==> config.mk <==
export PLATFORM = sky130hd
export DESIGN_NAME = muldiv_unit_flat
export DESIGN_NICKNAME = d
export VERILOG_FILES = /design/src/rtl/muldiv_pkg.sv /design/src/rtl/muldiv_if.sv /design/src/rtl/muldiv_step.sv /design/src/rtl/muldiv_unit.sv /design/src/flat_wrapper.sv
export SDC_FILE = /design/constraint.sdc
export NUM_CORES = 1
export LEC_CHECK = 0
export CAP_MARGIN = 40
export CORE_ASPECT_RATIO = 0.9
export CORE_MARGIN = 2
export CORE_UTILIZATION = 41
export DETAILED_ROUTE_END_ITERATION = 10
export GPL_TIMING_DRIVEN = 0
export RECOVER_POWER = 25
export REMOVE_ABC_BUFFERS = 1
export SLEW_MARGIN = 0
export SYNTH_ARGS = -nofsm -noshare
export SYNTH_HDL_FRONTEND = slang
export SYNTH_SLANG_ARGS = --single-unit
==> constraint.sdc <==
create_clock -name clk -period 4.6 [get_ports clk]
set_input_delay 1.38 -clock clk [delete_from_list [all_inputs] [get_ports clk]]
set_output_delay 1.38 -clock clk [all_outputs]
set_load 0.01 [all_outputs]
==> src/rtl/muldiv_pkg.sv <==
// Shared types and constants for the iterative RV32M multiply/divide unit.
// Build option MULDIV_EARLY_OUT_EN (see muldiv_unit) does not change this package.
package muldiv_pkg;

  localparam int MULDIV_W = 32;

  typedef enum logic [2:0] {
    OP_MUL    = 3'b000,
    OP_MULH   = 3'b001,
    OP_MULHSU = 3'b010,
    OP_MULHU  = 3'b011,
    OP_DIV    = 3'b100,
    OP_DIVU   = 3'b101,
    OP_REM    = 3'b110,
    OP_REMU   = 3'b111
  } muldiv_op_e;

  typedef enum logic [1:0] {
    IDLE,
    CALC,
    FIX,
    DONE
  } muldiv_state_e;

  function automatic logic op_is_div(input muldiv_op_e op);
    return op[2];
  endfunction

  function automatic logic op_signed_a(input muldiv_op_e op);
    return op inside {OP_MULH, OP_MULHSU, OP_DIV, OP_REM};
  endfunction

  function automatic logic op_signed_b(input muldiv_op_e op);
    return op inside {OP_MULH, OP_DIV, OP_REM};
  endfunction

endpackage

==> src/rtl/muldiv_if.sv <==
// Request/response bundle between the issuing datapath (master) and the
// multiply/divide unit (slave).
interface muldiv_if #(parameter int WIDTH = muldiv_pkg::MULDIV_W);
  import muldiv_pkg::*;

  logic             start;
  logic             kill;
  logic [2:0]       funct3;
  logic [WIDTH-1:0] op_a;
  logic [WIDTH-1:0] op_b;
  logic             busy;
  logic             done;
  logic [WIDTH-1:0] result;

  modport master (
    output start, kill, funct3, op_a, op_b,
    input  busy, done, result
  );

  modport slave (
    input  start, kill, funct3, op_a, op_b,
    output busy, done, result
  );

endinterface

==> src/rtl/muldiv_step.sv <==
// One radix-2 iteration: shift-add for multiply, restoring subtract for divide.
// Operates purely on unsigned magnitudes.
module muldiv_step #(
  parameter int WIDTH = muldiv_pkg::MULDIV_W
) (
  input  logic [WIDTH-1:0] partial,
  input  logic [WIDTH-1:0] operand,
  input  logic             in_bit,
  input  logic             div_mode,
  output logic [WIDTH-1:0] next_partial,
  output logic             out_bit
);
  import muldiv_pkg::*;

  logic [WIDTH:0] sum;
  logic [WIDTH:0] shifted;
  logic [WIDTH:0] diff;

  // diff[WIDTH] is the borrow: set exactly when the shifted remainder is below the divisor.
  always_comb begin
    sum     = {1'b0, partial} + (in_bit ? {1'b0, operand} : '0);
    shifted = {partial, in_bit};
    diff    = shifted - {1'b0, operand};
    if (div_mode) begin
      if (!diff[WIDTH]) begin
        next_partial = diff[WIDTH-1:0];
        out_bit      = 1'b1;
      end else begin
        next_partial = shifted[WIDTH-1:0];
        out_bit      = 1'b0;
      end
    end else begin
      next_partial = sum[WIDTH:1];
      out_bit      = sum[0];
    end
  end

endmodule

==> src/rtl/muldiv_unit.sv <==
// Iterative RV32M multiply/divide unit, one bit per cycle, stalling via busy.
// Define MULDIV_EARLY_OUT_EN to finish zero-operand muls and divide-by-zero in one cycle.
module muldiv_unit #(
  parameter int WIDTH = muldiv_pkg::MULDIV_W
) (
  input  logic    clk,
  input  logic    reset_n,
  muldiv_if.slave bus
);
  import muldiv_pkg::*;

  localparam int CW = $clog2(WIDTH) + 1;

  muldiv_state_e    state;
  muldiv_op_e       op;
  logic [WIDTH-1:0] hi;
  logic [WIDTH-1:0] lo;
  logic [WIDTH-1:0] mag_a;
  logic [WIDTH-1:0] mag_b;
  logic [CW-1:0]    count;
  logic             neg_res;
  logic             div_zero;
  logic             busy_q;
  logic             done_q;
  logic [WIDTH-1:0] result_q;

  logic             accept;
  muldiv_op_e       new_op;
  logic             new_sa;
  logic             new_sb;
  logic [WIDTH-1:0] new_mag_a;
  logic [WIDTH-1:0] new_mag_b;
  logic             new_neg;

  always_comb begin
    new_op    = muldiv_op_e'(bus.funct3);
    new_sa    = op_signed_a(new_op) & bus.op_a[WIDTH-1];
    new_sb    = op_signed_b(new_op) & bus.op_b[WIDTH-1];
    new_mag_a = new_sa ? -bus.op_a : bus.op_a;
    new_mag_b = new_sb ? -bus.op_b : bus.op_b;
    new_neg   = (new_op inside {OP_REM, OP_REMU}) ? new_sa : (new_sa ^ new_sb);
    accept    = bus.start & ~bus.kill & ((state == IDLE) | (state == DONE));
  end

`ifdef MULDIV_EARLY_OUT_EN
  logic             early;
  logic [WIDTH-1:0] early_value;

  always_comb begin
    early       = op_is_div(new_op) ? (bus.op_b == '0)
                                    : ((bus.op_a == '0) | (bus.op_b == '0));
    early_value = '0;
    if (op_is_div(new_op))
      early_value = (new_op inside {OP_DIV, OP_DIVU}) ? '1 : bus.op_a;
  end
`endif

  logic [WIDTH-1:0] step_partial;
  logic             step_bit;

  muldiv_step #(.WIDTH(WIDTH)) u_step (
    .partial      (hi),
    .operand      (mag_b),
    .in_bit       (op_is_div(op) ? lo[WIDTH-1] : lo[0]),
    .div_mode     (op_is_div(op)),
    .next_partial (step_partial),
    .out_bit      (step_bit)
  );

  logic [2*WIDTH-1:0] prod_fixed;
  logic [WIDTH-1:0]   rem_src;
  logic [WIDTH-1:0]   fix_value;

  // A zero divisor leaves garbage in hi/lo, so quotient and remainder are forced here.
  always_comb begin
    prod_fixed = neg_res ? -{hi, lo} : {hi, lo};
    rem_src    = div_zero ? mag_a : hi;
    case (op)
      OP_MUL:                       fix_value = prod_fixed[WIDTH-1:0];
      OP_MULH, OP_MULHSU, OP_MULHU: fix_value = prod_fixed[2*WIDTH-1:WIDTH];
      OP_DIV, OP_DIVU:              fix_value = div_zero ? '1 : (neg_res ? -lo : lo);
      default:                      fix_value = neg_res ? -rem_src : rem_src;
    endcase
  end

  always_ff @(posedge clk or negedge reset_n) begin
    if (!reset_n) begin
      state    <= IDLE;
      op       <= OP_MUL;
      hi       <= '0;
      lo       <= '0;
      mag_a    <= '0;
      mag_b    <= '0;
      count    <= '0;
      neg_res  <= 1'b0;
      div_zero <= 1'b0;
      busy_q   <= 1'b0;
      done_q   <= 1'b0;
      result_q <= '0;
    end else begin
      done_q <= 1'b0;
      case (state)
        IDLE, DONE: begin
          if (accept) begin
            op       <= new_op;
            mag_a    <= new_mag_a;
            mag_b    <= new_mag_b;
            neg_res  <= new_neg;
            div_zero <= (bus.op_b == '0);
            hi       <= '0;
            lo       <= new_mag_a;
            count    <= CW'(WIDTH);
`ifdef MULDIV_EARLY_OUT_EN
            if (early) begin
              state    <= DONE;
              done_q   <= 1'b1;
              result_q <= early_value;
            end else begin
              state  <= CALC;
              busy_q <= 1'b1;
            end
`else
            state  <= CALC;
            busy_q <= 1'b1;
`endif
          end else begin
            state <= IDLE;
          end
        end
        CALC: begin
          if (bus.kill) begin
            state  <= IDLE;
            busy_q <= 1'b0;
          end else begin
            hi    <= step_partial;
            lo    <= op_is_div(op) ? {lo[WIDTH-2:0], step_bit} : {step_bit, lo[WIDTH-1:1]};
            count <= count - CW'(1);
            if (count == CW'(1))
              state <= FIX;
          end
        end
        FIX: begin
          busy_q <= 1'b0;
          if (bus.kill) begin
            state <= IDLE;
          end else begin
            state    <= DONE;
            done_q   <= 1'b1;
            result_q <= fix_value;
          end
        end
        default: state <= IDLE;
      endcase
    end
  end

  assign bus.busy   = busy_q;
  assign bus.done   = done_q;
  assign bus.result = result_q;

endmodule

==> src/flat_wrapper.sv <==
// flat-port wrapper written by rule: the top's interface ports become plain ports
module muldiv_unit_flat import muldiv_pkg::*;
#(
  parameter int WIDTH = muldiv_pkg::MULDIV_W
)
  (clk, reset_n, bus_start, bus_kill, bus_funct3, bus_op_a, bus_op_b, bus_busy, bus_done, bus_result);
  muldiv_if #(.WIDTH(WIDTH)) bus_i ();
  input  logic clk;
  input  logic reset_n;
  input wire logic [$bits(bus_i.start)-1:0] bus_start;
  input wire logic [$bits(bus_i.kill)-1:0] bus_kill;
  input wire logic [$bits(bus_i.funct3)-1:0] bus_funct3;
  input wire logic [$bits(bus_i.op_a)-1:0] bus_op_a;
  input wire logic [$bits(bus_i.op_b)-1:0] bus_op_b;
  output wire logic [$bits(bus_i.busy)-1:0] bus_busy;
  output wire logic [$bits(bus_i.done)-1:0] bus_done;
  output wire logic [$bits(bus_i.result)-1:0] bus_result;
  assign bus_i.start = bus_start;
  assign bus_i.kill = bus_kill;
  assign bus_i.funct3 = bus_funct3;
  assign bus_i.op_a = bus_op_a;
  assign bus_i.op_b = bus_op_b;
  assign bus_busy = bus_i.busy;
  assign bus_done = bus_i.done;
  assign bus_result = bus_i.result;
  muldiv_unit #(.WIDTH(WIDTH)) u_core (.clk(clk), .reset_n(reset_n), .bus(bus_i));
endmodule
## Yosys cells after proc, flatten, opt, wreduce, memory -nomap -nowiden

Cells that the tools add are included.

- Bits in registers: 175
- Input port bits: 71
- Output and inout bits: 34
- Logic and storage cells: 94

- Add/sub/neg operators: 8
- Eq/ne operators: 18
- Multiplexer cells: 35
- Bitwise operators: 7
- Reductions and logical operators: 14

Operator list:

| operator | number |
|---|---|
| two-way mux 32 bit | 14 |
| negator 32 bit | 4 |
| one-hot mux 32 bit (2 select lines) | 2 |
| one-hot mux 32 bit (3 select lines) | 1 |
| two-way mux 64 bit | 1 |
| negator 64 bit | 1 |
| adder 32 x 33 -> 33 bit | 1 |
| subtractor 33 x 32 -> 33 bit | 1 |
| zero test 32 bit | 1 |
| equality test 3 bit (second input constant) | 5 |
| two-way mux 6 bit | 2 |
| one-hot mux 6 bit (2 select lines) | 1 |
| equality test 3 x 2 -> 1 bit (second input constant) | 3 |
| two-way mux 1 bit | 9 |
| equality test 3 x 1 -> 1 bit (second input constant) | 2 |
| equality test 6 x 1 -> 1 bit (second input constant) | 1 |
| two-way mux 2 bit | 3 |
| one-hot mux 2 bit (3 select lines) | 1 |
| AND reduction 2 bit | 3 |
| subtractor 6 x 1 -> 6 bit (second input constant) | 1 |
| AND 1 bit | 4 |
| equality test 2 bit (second input constant) | 2 |
| != test 2 bit (second input constant) | 2 |
| nonzero test 2 bit | 2 |
| 14 further kinds | 15 |

## Depth between registers and ports, before layout

Gate-level depths: netlist of the first run.

- Depth after elaboration: 7
- Depth in mapped cells: 19
- Depth with buffers taken out: 16

## Hierarchy

From an unflattened synthesis of the first run, not the netlist that was laid out.

- Cell total of the unflattened synthesis: 2011
- Area total of the unflattened synthesis: 15954.1 µm²

By module, submodules not included:

| module | instances | cells each | area each (µm²) | sequential area each (µm²) |
|---|---|---|---|---|
| muldiv_unit | 1 | 1410 | 11870.1 | 4379.2 |
| muldiv_step | 1 | 601 | 4083.9 | 0.0 |

## Worst setup path before layout of the first run

Ideal clock, no wire load.

- Kind: register to register
- Start point: reg u_core.op[2]
- End point: reg u_core.hi[31]
- Library setup time: 0.140 ns
- Arrival: 4.618 ns
- Required time: 4.460 ns
- Slack: -0.158 ns
- Cell stages (with the launch flop): 19
- Path buffers: 6
- Period minus slack after synthesis: 4.758 ns
- Cell sequence: dfrtp_1 -> clkbuf_1 -> clkbuf_1 -> mux2i_1 -> clkbuf_1 -> ha_1 -> fa_1 -> nand2b_1 -> a21oi_1 -> o21bai_1 -> a21oi_1 -> a211oi_1 -> or2_2 -> clkbuf_1 -> o211ai_1 -> clkbuf_1 -> buf_1 -> mux2i_1 -> a31oi_1

- Longest elaborated chain between the ends: 6
- Elaborated cells on any way between the ends: 8
- Classes of those cells: 2 x add/sub; 6 x mux

RTL lines:

| item | RTL line | RTL |
|---|---|---|
| from (decl) | muldiv_unit.sv:15 | `muldiv_op_e op;` |
| from (signal assigned) | muldiv_unit.sv:105 | `op <= new_op;` |
| two-way mux 1 bit | muldiv_unit.sv:64 | `.in_bit (op_is_div(op) ? lo[WIDTH-1] : lo[0]),` |
| two-way mux 32 bit or subtractor 33 x 32 -> 33 bit (tied branches) | muldiv_step.sv:21, muldiv_step.sv:23 |  |
| adder 32 x 33 -> 33 bit or two-way mux 32 bit (tied branches) | muldiv_step.sv:21, muldiv_step.sv:25 |  |
| two-way mux 32 bit * | muldiv_step.sv:24 | `if (div_mode) begin` |
| two-way mux 32 bit * | muldiv_unit.sv:131 | `if (bus.kill) begin` |
| one-hot mux 32 bit (2 select lines) * | muldiv_unit.sv:102 | `case (state)` |
| to (signal assigned) | muldiv_unit.sv:135 | `hi <= step_partial;` |
| to (decl) | muldiv_unit.sv:16 | `logic [WIDTH-1:0] hi;` |

Every way passes the cells marked *; elsewhere a longest branch is shown, timed or not. The select of a mux whose other input is x is not followed.
A chain may end at the register's enable or synchronous reset.

## Worst setup path after layout of the first run

- Start point: reg u_core.op[2]
- End point: reg u_core.hi[29]

The elaborated chain is that of the path after synthesis.

==> results.py, run 1 <==
metrics = {
    "status": {
        "status": "finished, violations left",
        "violations": "DRC, capacitance limit, slew limit",
    },
    "timing": {
        "max_freq_ghz": 0.2247,
        "slew_viol_final": 82,
        "finalSetupViolCount": 0,
        "worst_slew_pin_slew_ps": 2157,
        "fin_skew_ps": 15.65,
        "fin_ws_ps": 150.0,
        "min_period_over_period_pct": 96.74,
        "relSlewSlack_pct": -43.83,
        "layout_min_cycle_time_ps": 4450,
        "finalHoldViolCount": 0,
        "rsz0062_at_grt": "false",
        "timing.setup.tns_ps": 0,
    },
    "synthesis": {
        "post-synth-top-area-cell": "dfrtp_1",
        "synth_top_flop_cell": "dfrtp_1",
        "synthArstFlopShare_pct": 100.0,
        "syn_area_per_cell_um2": 8.112,
        "synth_most_common_cell": "o21ai_0",
        "synth_edf_count": 0,
        "syn_inst": 1896,
        "synthTopCellsByArea": "dfrtp_1 28%, o21ai_0 7.6%, xor2_1 6.7%",
        "ys_ff_latch": 175,
        "synthTopCellsByCount": "233 x o21ai_0, 211 x nand2_1, 175 x dfrtp_1, 130 x nor2_1, 117 x xor2_1",
        "ys_seq_area_share_pct": 28.47,
        "ys_warn_count": 0,
        "ys_types": 69,
        "synth_top_area_share_pct": 28.47,
        "synth.cell_area_mm2": 0.01538,
    },
    "worst_setup_path": {
        "worstPathRequired_ps": 5000,
        "cp-end-kind": "flip-flop",
        "path_max_fanout": 29,
        "r2r_start": "u_core.op[2]$_DFFE_PN0P_",
        "critPathArrivalTime_ps": 4850,
        "critPathLaunch": "u_core.op[2]$_DFFE_PN0P_",
        "critical_path.startpoint_type": "flip-flop",
        "crit_type": "flip-flop to flip-flop",
    },
    "routing": {
        "vias": 14123,
        "drtIter0Drc": 1109,
        "drc": 1,
        "wl_per_cell_um": 19.14,
        "wl_um": 46540,
        "via_per_inst": 5.807,
        "ant_nets": 0,
        "dr.pass1.iters": 10,
    },
    "placement": {
        "post-place-ws_ps": -1049,
        "port_buffers": 104,
        "dp_hpwl_um": 34720,
        "dp.cells": 2396,
        "gp_congestion": 0.9082,
    },
    "layout": {
        "fillers": 3640,
        "antenna_cells": 0,
        "seqCellArea_mm2": 0.004385,
        "multi_input_area_mm2": 0.01039,
        "syn_to_final_growth_pct": 15.41,
        "nets": 2082,
        "final_cells": 2432,
        "drive_above_1_share_pct": 8.004,
    },
    "pwr": {
        "p_sw_share_pct": 48.28,
        "power_frac_clock_pct": 14.6,
        "max-vdd-ir-drop_uv": 191.5,
        "p_sw_uw": 4906,
        "power_leakage_uw": 0.007427,
        "powerDensity_mw_per_mm2": 572.4,
        "p_comb_share_pct": 57.3,
        "intPower_uw": 5254,
        "p_total_uw": 10160,
        "p_seq_share_pct": 28.1,
    },
    "clock_network": {
        "clk_pin_slew_ps": 80,
        "cts_buffers": 17,
        "cts_tree": "built",
        "cts_num_sinks": 175,
        "cts_max_level": 4,
        "clock_latency_ps": 470,
        "hold_buffers": 0,
        "clockRootBuffer": "clkbuf_16",
        "clockBufferDepth": 2,
    },
    "die": {
        "io_pins": 105,
        "row_count": 67,
        "die_h_um": 187.7,
        "die_x_um": 208.2,
        "fp.dieArea_mm2": 0.03908,
        "core_mm2": 0.03714,
        "start_util_pct": 41.41,
    },
    "global_routing": {
        "grt_max_degree": 95,
        "antenna_found_initial": 0,
        "grt_pass1_vias": 13549,
        "grt_pass1_wl_um": 74680,
        "overflow": 0,
        "grt_use_total_pct": 23.81,
    },
    "min_path": {
        "hp-start": "u_core.bus.result[13]$_DFFE_PN0P_",
        "hp-class": "flip-flop to flip-flop",
    },
    "flow_run": {
        "cap_violations": 1,
    },
}
final timing paths:
check,to,slack [ps],depth (start not counted)
worst max-delay path,u_core.hi[29]$_DFFE_PN0P_,150,14
worst min-delay path,u_core.bus.result[13]$_DFFE_PN0P_,470,2
worst max register to register,u_core.hi[29]$_DFFE_PN0P_,150,14
worst min register to register,u_core.bus.result[13]$_DFFE_PN0P_,470,2
max in group asynchronous,u_core.div_zero$_DFFE_PN0P_,1610,1
min in group asynchronous,u_core.bus.result[14]$_DFFE_PN0P_,1540,1
stage by stage:
step	hold WS, ps	util (%)	instance area, um2
global route	505.6	47.79	17750
finish	472.5	47.79	17750
CTS	482.7	47.80	17750
floorplan	444.4	-	14940
detailed placement	463.6	46.08	17110
global placement	455.1	44.66	16590
power groups by stage:
stage / clock network (uW) / logic, uW / registers, uW
floorplan: 0 / 4210 / 2570
global placement: 0 / 5420 / 2910
detailed placement: 0 / 5650 / 2880
CTS: 1510 / 5760 / 2820
global route: 1580 / 6460 / 2940
finish: 1480 / 5820 / 2860
state kept, by name, indices dropped and copies added (netlist names):
signal / count
u_core.lo: 32
u_core.op: 3
u_core.mag_a: 32
u_core.state: 2
u_core.mag_b: 32
u_core.neg_res: 1
u_core.bus.done: 1
u_core.bus.result: 32
u_core.count: 6
u_core.bus.busy: 1
u_core.div_zero: 1
u_core.hi: 32
cell type report:
| type | count | area share [%] |
|---|---|---|
| well taps | 483 | 3.405 |
| inverters | 60 | 1.269 |
| multi-input cells | 1545 | 58.54 |
| clock buffers | 18 | 2.418 |
| flip-flops and latches | 175 | 24.71 |
| clock inverters | 14 | 0.8671 |
| repair buffers | 137 | 8.790 |
worst max-delay path: stages, from the launching register on:
cell and delay, ps:
dfrtp_4 430, buf_12 200, mux2i_4 420, buf_16 220
ha_1 210, nor2b_1 70, o31a_1 330, o311ai_0 530
o211ai_1 210, a21oi_1 310, o21ai_0 230, a41oi_1 290
mux2_2 360, a211oi_1 390, a211o_1 170
layout by cell type (no fill, tap or decap), drive strengths merged, types with 15 or more instances in the layout:
master,n
mux2,53
or2,15
o31ai,40
clkbuf,19
inv,65
nor2,130
nand2,211
dfrtp,175
ha,73
or4,23
o221ai,16
a22oi,28
o21ai,239
or3,37
buf,32
nand2b,24
mux2i,82
xor2,117
clkdlybuf4s50,103
nor3,35
a21o,28
nand3,19
xnor2,87
a21oi,114
routing by layer:
metal,GRT usage [%],wire length [um],part of all wire (%)
met1,34.00,22200,48
met2,37.74,20830,45
met3,3.450,2638,5.7
met4,6.170,879,1.9
met5,0,0,0
cell families (layout without fill, tap and decap cells):
logic type,count (synthesis),after routing,synth area share (%)
AO/OA/AOI/OAI,574,574,22.93
XOR/XNOR,204,204,11.62
adder cells (fa/ha/maj),75,75,6.199
buffers and inverters,176,229,4.312
flip-flops,175,175,28.47
multiplexers,135,135,9.217
AND/OR/NAND/NOR,557,557,17.25
repair_timing:
action,4_1_cts,5_1_grt
endpoints found under the setup margin,32,8
resized for setup,3,1
pin swaps,2,1
buffers inserted,5,0
(Power assumes the default switching activity.)
==> run 2: changes to the inputs <==
ABC_CLOCK_PERIOD_IN_PS = 4600   (was default)
CAP_MARGIN = default   (was 40)
RECOVER_POWER = 100   (was 25)
==> run 2 against run 1 <==
Effect of this change: the run still ends with DRC, capacitance limit, slew limit left; hold slack worse by 2.2 ps; count of clock-buffer cells in the layout unchanged; cell count down 0.25%; sequential cell count unchanged; register-to-register slack worse by 30 ps; sequential power about the same; design area down 0.80%; critical path depth up 3; fmax down 0.69%; critical path type unchanged; largest power group unchanged.
==> results.py, run 2 (same netlist as run 1, synthesis figures left out) <==
metrics = {
    "pwr": {
        "power_frac_clock_pct": 14.7,
        "p_total_uw": 10150,
        "p_seq_share_pct": 28.1,
        "powerDensity_mw_per_mm2": 576.3,
        "p_comb_share_pct": 57.2,
        "max-vdd-ir-drop_uv": 290.5,
        "p_sw_uw": 4908,
        "power_leakage_uw": 0.007481,
        "intPower_uw": 5238,
        "p_sw_share_pct": 48.37,
    },
    "routing": {
        "wl_um": 46440,
        "vias": 14110,
        "ant_nets": 0,
        "via_per_inst": 5.816,
        "drtIter0Drc": 1241,
        "wl_per_cell_um": 19.14,
        "dr.pass1.iters": 10,
        "drc": 1,
    },
    "clock_network": {
        "hold_buffers": 0,
        "cts_buffers": 17,
        "clockRootBuffer": "clkbuf_16",
        "cts_max_level": 4,
        "clk_pin_slew_ps": 80,
        "clock_latency_ps": 460,
        "cts_num_sinks": 175,
        "clockBufferDepth": 2,
        "cts_tree": "built",
    },
    "timing": {
        "fin_ws_ps": 119.3,
        "fin_skew_ps": 14.34,
        "finalSetupViolCount": 0,
        "relSlewSlack_pct": -45.85,
        "min_period_over_period_pct": 97.41,
        "slew_viol_final": 110,
        "finalHoldViolCount": 0,
        "layout_min_cycle_time_ps": 4481,
        "timing.setup.tns_ps": 0,
        "worst_slew_pin_slew_ps": 2188,
        "max_freq_ghz": 0.2232,
        "rsz0062_at_grt": "false",
    },
    "min_path": {
        "hold_path_depth": 2,
        "hp-start": "u_core.bus.result[13]$_DFFE_PN0P_",
        "min_to": "u_core.bus.result[13]$_DFFE_PN0P_",
        "hp-class": "flip-flop to flip-flop",
    },
    "worst_setup_path": {
        "critPathArrivalTime_ps": 4810,
        "r2r_slack_ps": 120,
        "crit_buf_inv": 4,
        "path_max_fanout": 32,
        "cp-end-kind": "flip-flop",
        "r2r_start": "u_core.op[2]$_DFFE_PN0P_",
        "worstPathRequired_ps": 4930,
        "slowest_stage": "dfrtp_4",
        "crit_family": "compound AO/OA/AOI/OAI gates",
        "critical_path.startpoint_type": "flip-flop",
        "cp.depth": 17,
        "worst_r2r_path_depth": 17,
        "crit_type": "flip-flop to flip-flop",
        "reg2reg_to": "u_core.hi[26]$_DFFE_PN0P_",
        "crit_chain": "buf_12, mux2i_1, buf_12, ha_1, fa_1, nand2b_1, a21oi_4, o21bai_1, a21oi_2, a211oi_1, or2_2, o211ai_1, buf_4, buf_4, mux2_2, a22oi_1, nand3_1",
        "max_stage_delay_ps": 490,
    },
    "global_routing": {
        "grt_pass1_vias": 13586,
        "antenna_found_initial": 0,
        "overflow": 0,
        "grt_use_total_pct": 23.89,
        "grt_pass1_wl_um": 74840,
        "grt_max_degree": 95,
    },
    "die": {
        "io_pins": 105,
        "fp.dieArea_mm2": 0.03908,
        "core_mm2": 0.03714,
        "row_count": 67,
        "die_x_um": 208.2,
        "start_util_pct": 41.41,
        "die_h_um": 187.7,
    },
    "placement": {
        "dp_hpwl_um": 34440,
        "dp.cells": 2389,
        "post-place-ws_ps": -701.0,
        "port_buffers": 104,
        "gp_congestion": 0.9082,
    },
    "layout": {
        "mostFrequentLayoutCells": "236 x o21ai_0, 211 x nand2_1, 172 x dfrtp_1",
        "final_common_cell": "o21ai_0",
        "drive_above_1_share_pct": 7.411,
        "syn_to_final_growth_pct": 14.48,
        "antenna_cells": 0,
        "post-route-util_pct": 47.41,
        "nets": 2076,
        "final_cells": 2426,
        "fillers": 3664,
    },
    "status": {
        "status": "finished, violations left",
        "violations": "DRC, capacitance limit, slew limit",
    },
    "flow_run": {
        "cap_violations": 2,
    },
}
## run 2: changes by cell type in the layout (fill, tap and decap cells not counted), moves of 2 or more
cell             before  now
dlygate4sd3_1         0   37
nand2b_1             22   24
o21ai_1               5    2
buf_8                 9    4
or4_4                 4    2
inv_6                 2    4
o21ai_0             233  236
buf_16                6    4
clkdlybuf4s50_1     103   66
clkinv_4              4    2
or4_1                19   21
## run 2: through the flow
| step | instance area, um2 | hold slack [ps] |
|---|---|---|
| 3_5_place_dp | 17030 | 465.1 |
| 2_1_floorplan | 14940 | 444.4 |
| 4_1_cts | 17670 | 484.0 |
| 3_3_place_gp | 16590 | 455.1 |
| 5_1_grt | 17610 | 499.8 |
| 6_report | 17610 | 470.2 |
## run 2: layout make-up
class,instances,area [um2],share of cell area (%)
Clock buffer,18,439.2,2.494
Clock inverter,14,145.1,0.8243
Inverter,60,225.2,1.279
Multi-Input combinational cell,1545,10380,58.94
Sequential cell,175,4385,24.91
Tap cell,483,604.3,3.432
Timing Repair Buffer,131,1430,8.122
## run 2: worst max path at each step
stage                                    startpoint                                end  slack, ps
after floorplan            u_core.op[2]$_DFFE_PN0P_          u_core.hi[26]$_DFFE_PN0P_      -2790
after global placement     u_core.op[2]$_DFFE_PN0P_           u_core.hi[3]$_DFFE_PN0P_      -6330
after detailed placement   u_core.op[2]$_DFFE_PN0P_          u_core.hi[14]$_DFFE_PN0P_       -700
after CTS                  u_core.op[2]$_DFFE_PN0P_          u_core.hi[10]$_DFFE_PN0P_        140
after global routing      u_core.lo[14]$_DFFE_PN0P_  u_core.bus.result[31]$_DFFE_PN0P_         10
final                      u_core.op[2]$_DFFE_PN0P_          u_core.hi[26]$_DFFE_PN0P_        120
## run 2: power by group through the flow
stage	registers, uW	clock network (uW)	logic, uW
floorplan	2570	0	4210
global placement	2910	0	5420
detailed placement	2880	0	5640
CTS	2820	1520	5750
global route	2930	1600	6440
finish	2850	1490	5810
## run 2: timing repair
action	CTS	global route
hold endpoints to repair	0	0
buffers inserted	5	1
pin swaps	2	1
gates resized for setup	5	2
endpoints found under the setup margin	33	9
## run 2: routing by layer
layer / vias up / global-route usage [%] / part of all wire [%]
met1: 6728 / 34.18 / 48
met4: 0 / 6.309 / 1.5
met3: 46 / 3.132 / 5.3
met2: 414 / 37.98 / 45
li1: 6922 / - / -
met5: - / 0 / 0
## run 2: tightest hold or removal path: stages (launching register included)
cell and delay (ps):
dfrtp_1 350, nand2_1 50, nand2_1 50
